==> config.mk <==
export PLATFORM = sky130hd
export DESIGN_NAME = pipelined_cla_adder
export DESIGN_NICKNAME = d
export VERILOG_FILES = /design/src/rtl/pipelined_cla_adder_pkg.sv /design/src/rtl/pipelined_cla_adder_cla_group4.sv /design/src/rtl/pipelined_cla_adder.sv
export SDC_FILE = /design/constraint.sdc
export NUM_CORES = 1
export LEC_CHECK = 0
export BUFFER_PORTS_ARGS = -buffer_cell sky130_fd_sc_hd__buf_2
export CORE_ASPECT_RATIO = 0.5
export CORE_MARGIN = 2
export CORE_UTILIZATION = 56
export CTS_CLUSTER_DIAMETER = 150
export DETAILED_ROUTE_END_ITERATION = 7
export GPL_TIMING_DRIVEN = 1
export PLACE_DENSITY = 0.79
export REMOVE_ABC_BUFFERS = 1
export SYNTH_ARGS = -nofsm -noshare
export SYNTH_HDL_FRONTEND = slang
export SYNTH_SLANG_ARGS = --single-unit
==> constraint.sdc <==
create_clock -name clk -period 3.9 [get_ports clk]
set_input_delay 0.585 -clock clk [delete_from_list [all_inputs] [get_ports clk]]
set_output_delay 0.585 -clock clk [all_outputs]
set_load 0.02 [all_outputs]
==> src/rtl/pipelined_cla_adder_pkg.sv <==
// Shared constants for the pipelined carry-lookahead adder: mode encoding,
// lookahead group size and the stage-count helper.
package pipelined_cla_adder_pkg;

   localparam logic MODE_ADD   = 1'b0;
   localparam logic MODE_SUB   = 1'b1;
   localparam int   GROUP_BITS = 4;

   function automatic int num_stages(input int width, input int groups);
      return width / (GROUP_BITS * groups);
   endfunction

endpackage

==> src/rtl/pipelined_cla_adder_cla_group4.sv <==
// 4-bit carry-lookahead group: purely combinational sum plus group generate/propagate.
// No state, no flow control; the enclosing pipeline stage registers the results.
module cla_group4 (
   input  logic [3:0] a,
   input  logic [3:0] b,
   input  logic       ci,
   output logic [3:0] s,
   output logic       gg,
   output logic       gp
);

   logic [3:0] g;
   logic [3:0] p;
   logic [3:0] c;

   assign g = a & b;
   assign p = a ^ b;

   assign c[0] = ci;
   assign c[1] = g[0] | (p[0] & ci);
   assign c[2] = g[1] | (p[1] & g[0]) | (p[1] & p[0] & ci);
   assign c[3] = g[2] | (p[2] & g[1]) | (p[2] & p[1] & g[0]) | (p[2] & p[1] & p[0] & ci);

   assign s  = p ^ c;
   assign gg = g[3] | (p[3] & g[2]) | (p[3] & p[2] & g[1]) | (p[3] & p[2] & p[1] & g[0]);
   assign gp = &p;

endmodule

==> src/rtl/pipelined_cla_adder.sv <==
// Pipelined CLA add/sub, L = WIDTH/(4*STAGE_GROUPS) register stages of latency.
// Global stall: every stage holds while the output beat is valid and not accepted.
module pipelined_cla_adder
   import pipelined_cla_adder_pkg::*;
#(
   parameter int WIDTH        = 32,
   parameter int STAGE_GROUPS = 2
) (
   input  logic             clk,
   input  logic             rst,
   input  logic             in_valid,
   output logic             in_ready,
   input  logic [WIDTH-1:0] a,
   input  logic [WIDTH-1:0] b,
   input  logic             cin,
   input  logic             sub,
   output logic             out_valid,
   input  logic             out_ready,
   output logic [WIDTH-1:0] s,
   output logic             cout,
   output logic             ovf,
   output logic             zero
);

   localparam int SW = GROUP_BITS * STAGE_GROUPS;
   localparam int L  = num_stages(WIDTH, STAGE_GROUPS);

   // Stage k keeps only the operand bits above its slice and only the sum bits
   // below it, so each stage's fields are packed back to back at these offsets.
   function automatic int op_off(input int k);
      int o = 0;
      for (int i = 0; i < k; i++) o += WIDTH - (i + 1) * SW;
      return o;
   endfunction

   function automatic int sum_off(input int k);
      int o = 0;
      for (int i = 0; i < k; i++) o += (i + 1) * SW;
      return o;
   endfunction

   localparam int OP_BITS  = (op_off(L - 1) > 0) ? op_off(L - 1) : 1;
   localparam int SUM_BITS = (sum_off(L - 1) > 0) ? sum_off(L - 1) : 1;
   localparam int MID      = (L > 1) ? L - 1 : 1;

   if ((WIDTH % SW) != 0 || WIDTH < SW) begin : g_bad_width
      $error("pipelined_cla_adder: WIDTH must be a non-zero multiple of 4*STAGE_GROUPS");
   end

   logic [WIDTH-1:0]    b_eff;
   logic                c_in_eff;
   logic                advance;
   logic [L-1:0]        vld_q;
   logic [L-1:0]        cry_q;
   logic [OP_BITS-1:0]  opa_q;
   logic [OP_BITS-1:0]  opb_q;
   logic [SUM_BITS-1:0] part_q;
   logic [MID-1:0]      sa_q;
   logic [MID-1:0]      sb_q;
   logic [WIDTH-1:0]    s_q;
   logic                ovf_q;
   logic                zero_q;

   assign b_eff    = (sub == MODE_SUB) ? ~b : b;
   assign c_in_eff = (sub == MODE_ADD) ? cin : 1'b1;

   assign advance  = ~vld_q[L-1] | out_ready;
   assign in_ready = advance & ~rst;

   for (genvar k = 0; k < L; k++) begin : g_stage
      localparam int REM = WIDTH - k * SW;

      logic [REM-1:0]          a_src;
      logic [REM-1:0]          b_src;
      logic                    c_src;
      logic                    sa_src;
      logic                    sb_src;
      logic                    v_src;
      logic [SW-1:0]           s_slice;
      logic [(k+1)*SW-1:0]     sum_new;
      logic [STAGE_GROUPS:0]   gc;

      if (k == 0) begin : g_head
         assign a_src   = a;
         assign b_src   = b_eff;
         assign c_src   = c_in_eff;
         assign sa_src  = a[WIDTH-1];
         assign sb_src  = b_eff[WIDTH-1];
         assign v_src   = in_valid;
         assign sum_new = s_slice;
      end else begin : g_body
         assign a_src   = opa_q[op_off(k-1) +: REM];
         assign b_src   = opb_q[op_off(k-1) +: REM];
         assign c_src   = cry_q[k-1];
         assign sa_src  = sa_q[k-1];
         assign sb_src  = sb_q[k-1];
         assign v_src   = vld_q[k-1];
         assign sum_new = {s_slice, part_q[sum_off(k-1) +: k*SW]};
      end

      // Groups inside a stage link only through their Gg/Pg, never by bit ripple.
      assign gc[0] = c_src;
      for (genvar j = 0; j < STAGE_GROUPS; j++) begin : g_grp
         logic gg;
         logic gp;

         cla_group4 u_grp (
            .a  (a_src[4*j +: 4]),
            .b  (b_src[4*j +: 4]),
            .ci (gc[j]),
            .s  (s_slice[4*j +: 4]),
            .gg (gg),
            .gp (gp)
         );

         assign gc[j+1] = gg | (gp & gc[j]);
      end

      always_ff @(posedge clk) begin
         if (rst) begin
            vld_q[k] <= 1'b0;
            cry_q[k] <= 1'b0;
         end else if (advance) begin
            vld_q[k] <= v_src;
            cry_q[k] <= gc[STAGE_GROUPS];
         end
      end

      if (k < L - 1) begin : g_fwd
         localparam int NXT = REM - SW;

         always_ff @(posedge clk) begin
            if (rst) begin
               opa_q[op_off(k) +: NXT]        <= '0;
               opb_q[op_off(k) +: NXT]        <= '0;
               part_q[sum_off(k) +: (k+1)*SW] <= '0;
               sa_q[k]                        <= 1'b0;
               sb_q[k]                        <= 1'b0;
            end else if (advance) begin
               opa_q[op_off(k) +: NXT]        <= a_src[REM-1:SW];
               opb_q[op_off(k) +: NXT]        <= b_src[REM-1:SW];
               part_q[sum_off(k) +: (k+1)*SW] <= sum_new;
               sa_q[k]                        <= sa_src;
               sb_q[k]                        <= sb_src;
            end
         end
      end else begin : g_tail
         always_ff @(posedge clk) begin
            if (rst) begin
               s_q    <= '0;
               ovf_q  <= 1'b0;
               zero_q <= 1'b0;
            end else if (advance) begin
               s_q    <= sum_new;
               ovf_q  <= (sa_src == sb_src) & (sum_new[WIDTH-1] != sa_src);
               zero_q <= ~|sum_new;
            end
         end
      end
   end

   assign out_valid = vld_q[L-1];
   assign cout      = cry_q[L-1];
   assign s         = s_q;
   assign ovf       = ovf_q;
   assign zero      = zero_q;

endmodule

==> results.toml <==
[clock_tree]
tritoncts = "built"
cts_hold_buffers = 0
clockBufferDepth = 2
numCtsBuffers = 17
cts.clk_slew.worst_paths_ps = 70
cts.repair.resized = 0
cts_setup_buffers = 0
h-tree-depth = 4
clock-root-buffer = "clkbuf_16"
clock_latency_ps = 420
clock_sinks = 186

[placement]
dp_hpwl_mm = 10.9
pre_cts_ws_ps = 1040
dp_cells = 1211
gp_congestion = 0.820
io_buffers = 106

[worst_setup_path]
r2r_setup_slack_ps = 1110
r2r-start = "g_stage[3].a_src[0]$_SDFFE_PP0N_"
crit_path_cell_trace = "ha_1 > a21oi_1 > nor2_1 > or3_1 > fa_1 > nor4b_1 > nand4_1 > nor4_2 > o211ai_1 > a21oi_1"
slowest_stage = "fa_1"
path_buf_inv = 0
ff2ff_path_depth = 10
arrival_ps = 3140
path_class = "register to register"
path_common_cell = "a21oi_1"
rr_endpoint = "zero$_SDFFE_PP0N_"
cp-start-kind = "register"
worst_setup_path_end_kind = "register"
cp.required_ps = 4240
critPathTopFamily = "simple AND/OR/NAND/NOR gates"
cp_slowest_stage_delay_ps = 490
path_max_fanout = 3

[finish]
layout_common_cells = "nand2_1 (285), dfxtp_1 (186), a21oi_1 (150)"
fill_cells = 1166
antenna_cells = 0
layout_commonest_cell = "nand2_1"
syn2layout_area_growth_pct = 14.7
layout-drive-gt1-share_pct = 14.7
nets = 1148
fin_cells = 1243
post-route-util_pct = 66.5

[min_path]
worstHoldStart = "a[25]"
worstHoldEndpoint = "g_stage[1].a_src[17]$_SDFFE_PP0N_"
min_path_cells = 3
hp-class = "primary input to register"

[drt]
wl_per_cell_um = 13.4
first_pass_iters = 5
via_per_inst = 5.28
detail-route-antenna-nets = 0
drtIter0Drc = 514
drc = 0
routed_wl_mm = 16.6
vias = 6563

[timing]
hold_violations = 0
finClkSkew_ps = 12.2
rsz0062_at_grt = "no"
max_freq_mhz = 358
maxSlewHeadroom_pct = 34.8
worst_slew_pin_slew_ps = 979
fin_crit_ps = 2790
slew_viol_final = 0
hold_ws_ps = 400
finalCritPeriodShare_pct = 71.6
setup_violations = 0
setup_slack_ps = 1110

[synthesis]
synth_area_mm2 = 0.00795
synth-seq-cells = 186
synth-warning-count = 0
synth-edff-count = 0
synth_top_flop_cell = "dfxtp_1"
yosysSeqAreaShare_pct = 46.9
syn_area_per_cell_um2 = 8.17
ys_types = 43
syn_inst = 972
async_flop_share_pct = 0

[floorplan]
die_w_um = 172
core_area_mm2 = 0.0137
start_util_pct = 58.0
die-area_mm2 = 0.0152
fp-row-count = 30
dieHeight_um = 88.2
io_pins = 107

[pwr]
power_density_mw_per_mm2 = 470
peakVddDrop_uv = 281
power_leakage_nw = 3.87

[grt]
gr-usage-all-layers_pct = 22.6
grt-ovfl-total = 0
grt_max_degree = 114
grt_pass1_vias = 5984
grt_pass1_wl_mm = 27.6
antenna_found_initial = 0

[run]
maxCapViolCount = 0

[run_status]
status = "completed"
## cell usage after synthesis (2+ instances only)
| cell | n | area (µm²) |
|---|---|---|
| nand2_1 | 285 | 1070 |
| buf_2 | 28 | 140 |
| fa_1 | 8 | 160 |
| nand4_1 | 5 | 31.3 |
| mux2i_1 | 2 | 20.0 |
| nor4b_1 | 3 | 26.3 |
| or3_1 | 3 | 18.8 |
| xor2_1 | 13 | 114 |
| nor4_1 | 4 | 25.0 |
| o21a_1 | 5 | 37.5 |
| or4_1 | 4 | 30.0 |
| nand3_1 | 14 | 70.1 |
| a31oi_1 | 3 | 18.8 |
| nor2b_1 | 2 | 12.5 |
| clkbuf_1 | 38 | 143 |
| nor3_1 | 5 | 25.0 |
| nor4_2 | 2 | 25.0 |
| o21ai_0 | 9 | 45.0 |
| buf_1 | 2 | 7.51 |
| a21oi_1 | 150 | 751 |
| o2111ai_1 | 2 | 17.5 |
| ha_1 | 32 | 400 |
| nand2b_1 | 7 | 43.8 |
| nor2_1 | 55 | 206 |
| or2_2 | 3 | 18.8 |
| xnor2_1 | 30 | 263 |
| inv_1 | 18 | 67.6 |
| a21o_1 | 2 | 15.0 |
| a211oi_1 | 38 | 285 |
| and3_1 | 2 | 12.5 |
| dfxtp_1 | 186 | 3720 |
## cell families after synthesis
| kind of cell | synth area share, % |
|---|---|
| buffers and inverters | 4.50 |
| AOI/OAI and AO/OA | 16.1 |
| muxes | 0.252 |
| and+or+nand+nor | 20.5 |
| adders and majority gates | 7.06 |
| DFF | 46.9 |
| xor gates and xnor gates | 4.74 |
## worst max-delay path by stage
stage / startpoint / to / slack, ps / depth (start not counted)
global route: g_stage[3].a_src[0]$_SDFFE_PP0N_ / zero$_SDFFE_PP0N_ / 900 / 10
floorplan: out_ready / in_ready / -3570 / 2
finish: g_stage[3].a_src[0]$_SDFFE_PP0N_ / zero$_SDFFE_PP0N_ / 1110 / 10
detailed placement: sub / g_stage[1].sum_new[4]$_SDFFE_PP0N_ / 1040 / 9
global placement: sub / g_stage[1].sum_new[4]$_SDFFE_PP0N_ / 1180 / 9
CTS: g_stage[3].a_src[0]$_SDFFE_PP0N_ / zero$_SDFFE_PP0N_ / 1140 / 10
## tightest hold or removal path, cell delays in order
cell,delay (ps)
buf_2,90
nand2_1,40
a21oi_1,50
## cell type report
cell class | count | area, µm² | area share [%]
multi-input combinational | 700 | 3880 | 42.6
sequential | 186 | 3720 | 40.9
timing repair buffer | 115 | 617 | 6.77
clock buffer | 20 | 447 | 4.90
tap | 192 | 240 | 2.64
clock inverter | 12 | 140 | 1.54
inverter | 18 | 67.6 | 0.741
## where the power goes
| part | total [W] | switching [W] | internal (W) |
|---|---|---|---|
| Clock | 0.00172 | 0.000746 | 0.000971 |
| Sequential | 0.00210 | 0.0000731 | 0.00203 |
| Combinational | 0.000469 | 0.000261 | 0.000208 |
| Total | 0.00429 | 0.00108 | 0.00321 |
## metrics by stage
step | total power [W] | setup TNS, ps | cell area, µm²
after detailed placement | 0.00261 | 0 | 8530
after CTS | 0.00431 | 0 | 9110
final | 0.00429 | 0 | 9110
after floorplan | 0.00244 | -425170 | 7650
after global routing | 0.00447 | 0 | 9110
after global placement | 0.00259 | 0 | 8530
## per-layer routing
layer	track usage, %	share of wire (%)
met4	6.34	1.1
met3	5.19	4.6
met2	38.1	48
met5	0	0
met1	29.6	46
## registers in the layout, indices dropped and copies added (netlist names)
name	flops
cout	1
g_stage.a_src	48
g_stage.b_src	48
g_stage.c_src	3
g_stage.sum_new	48
g_stage.v_src	3
out_valid	1
ovf	1
s	32
zero	1
Power figures use the tool's default switching activity.
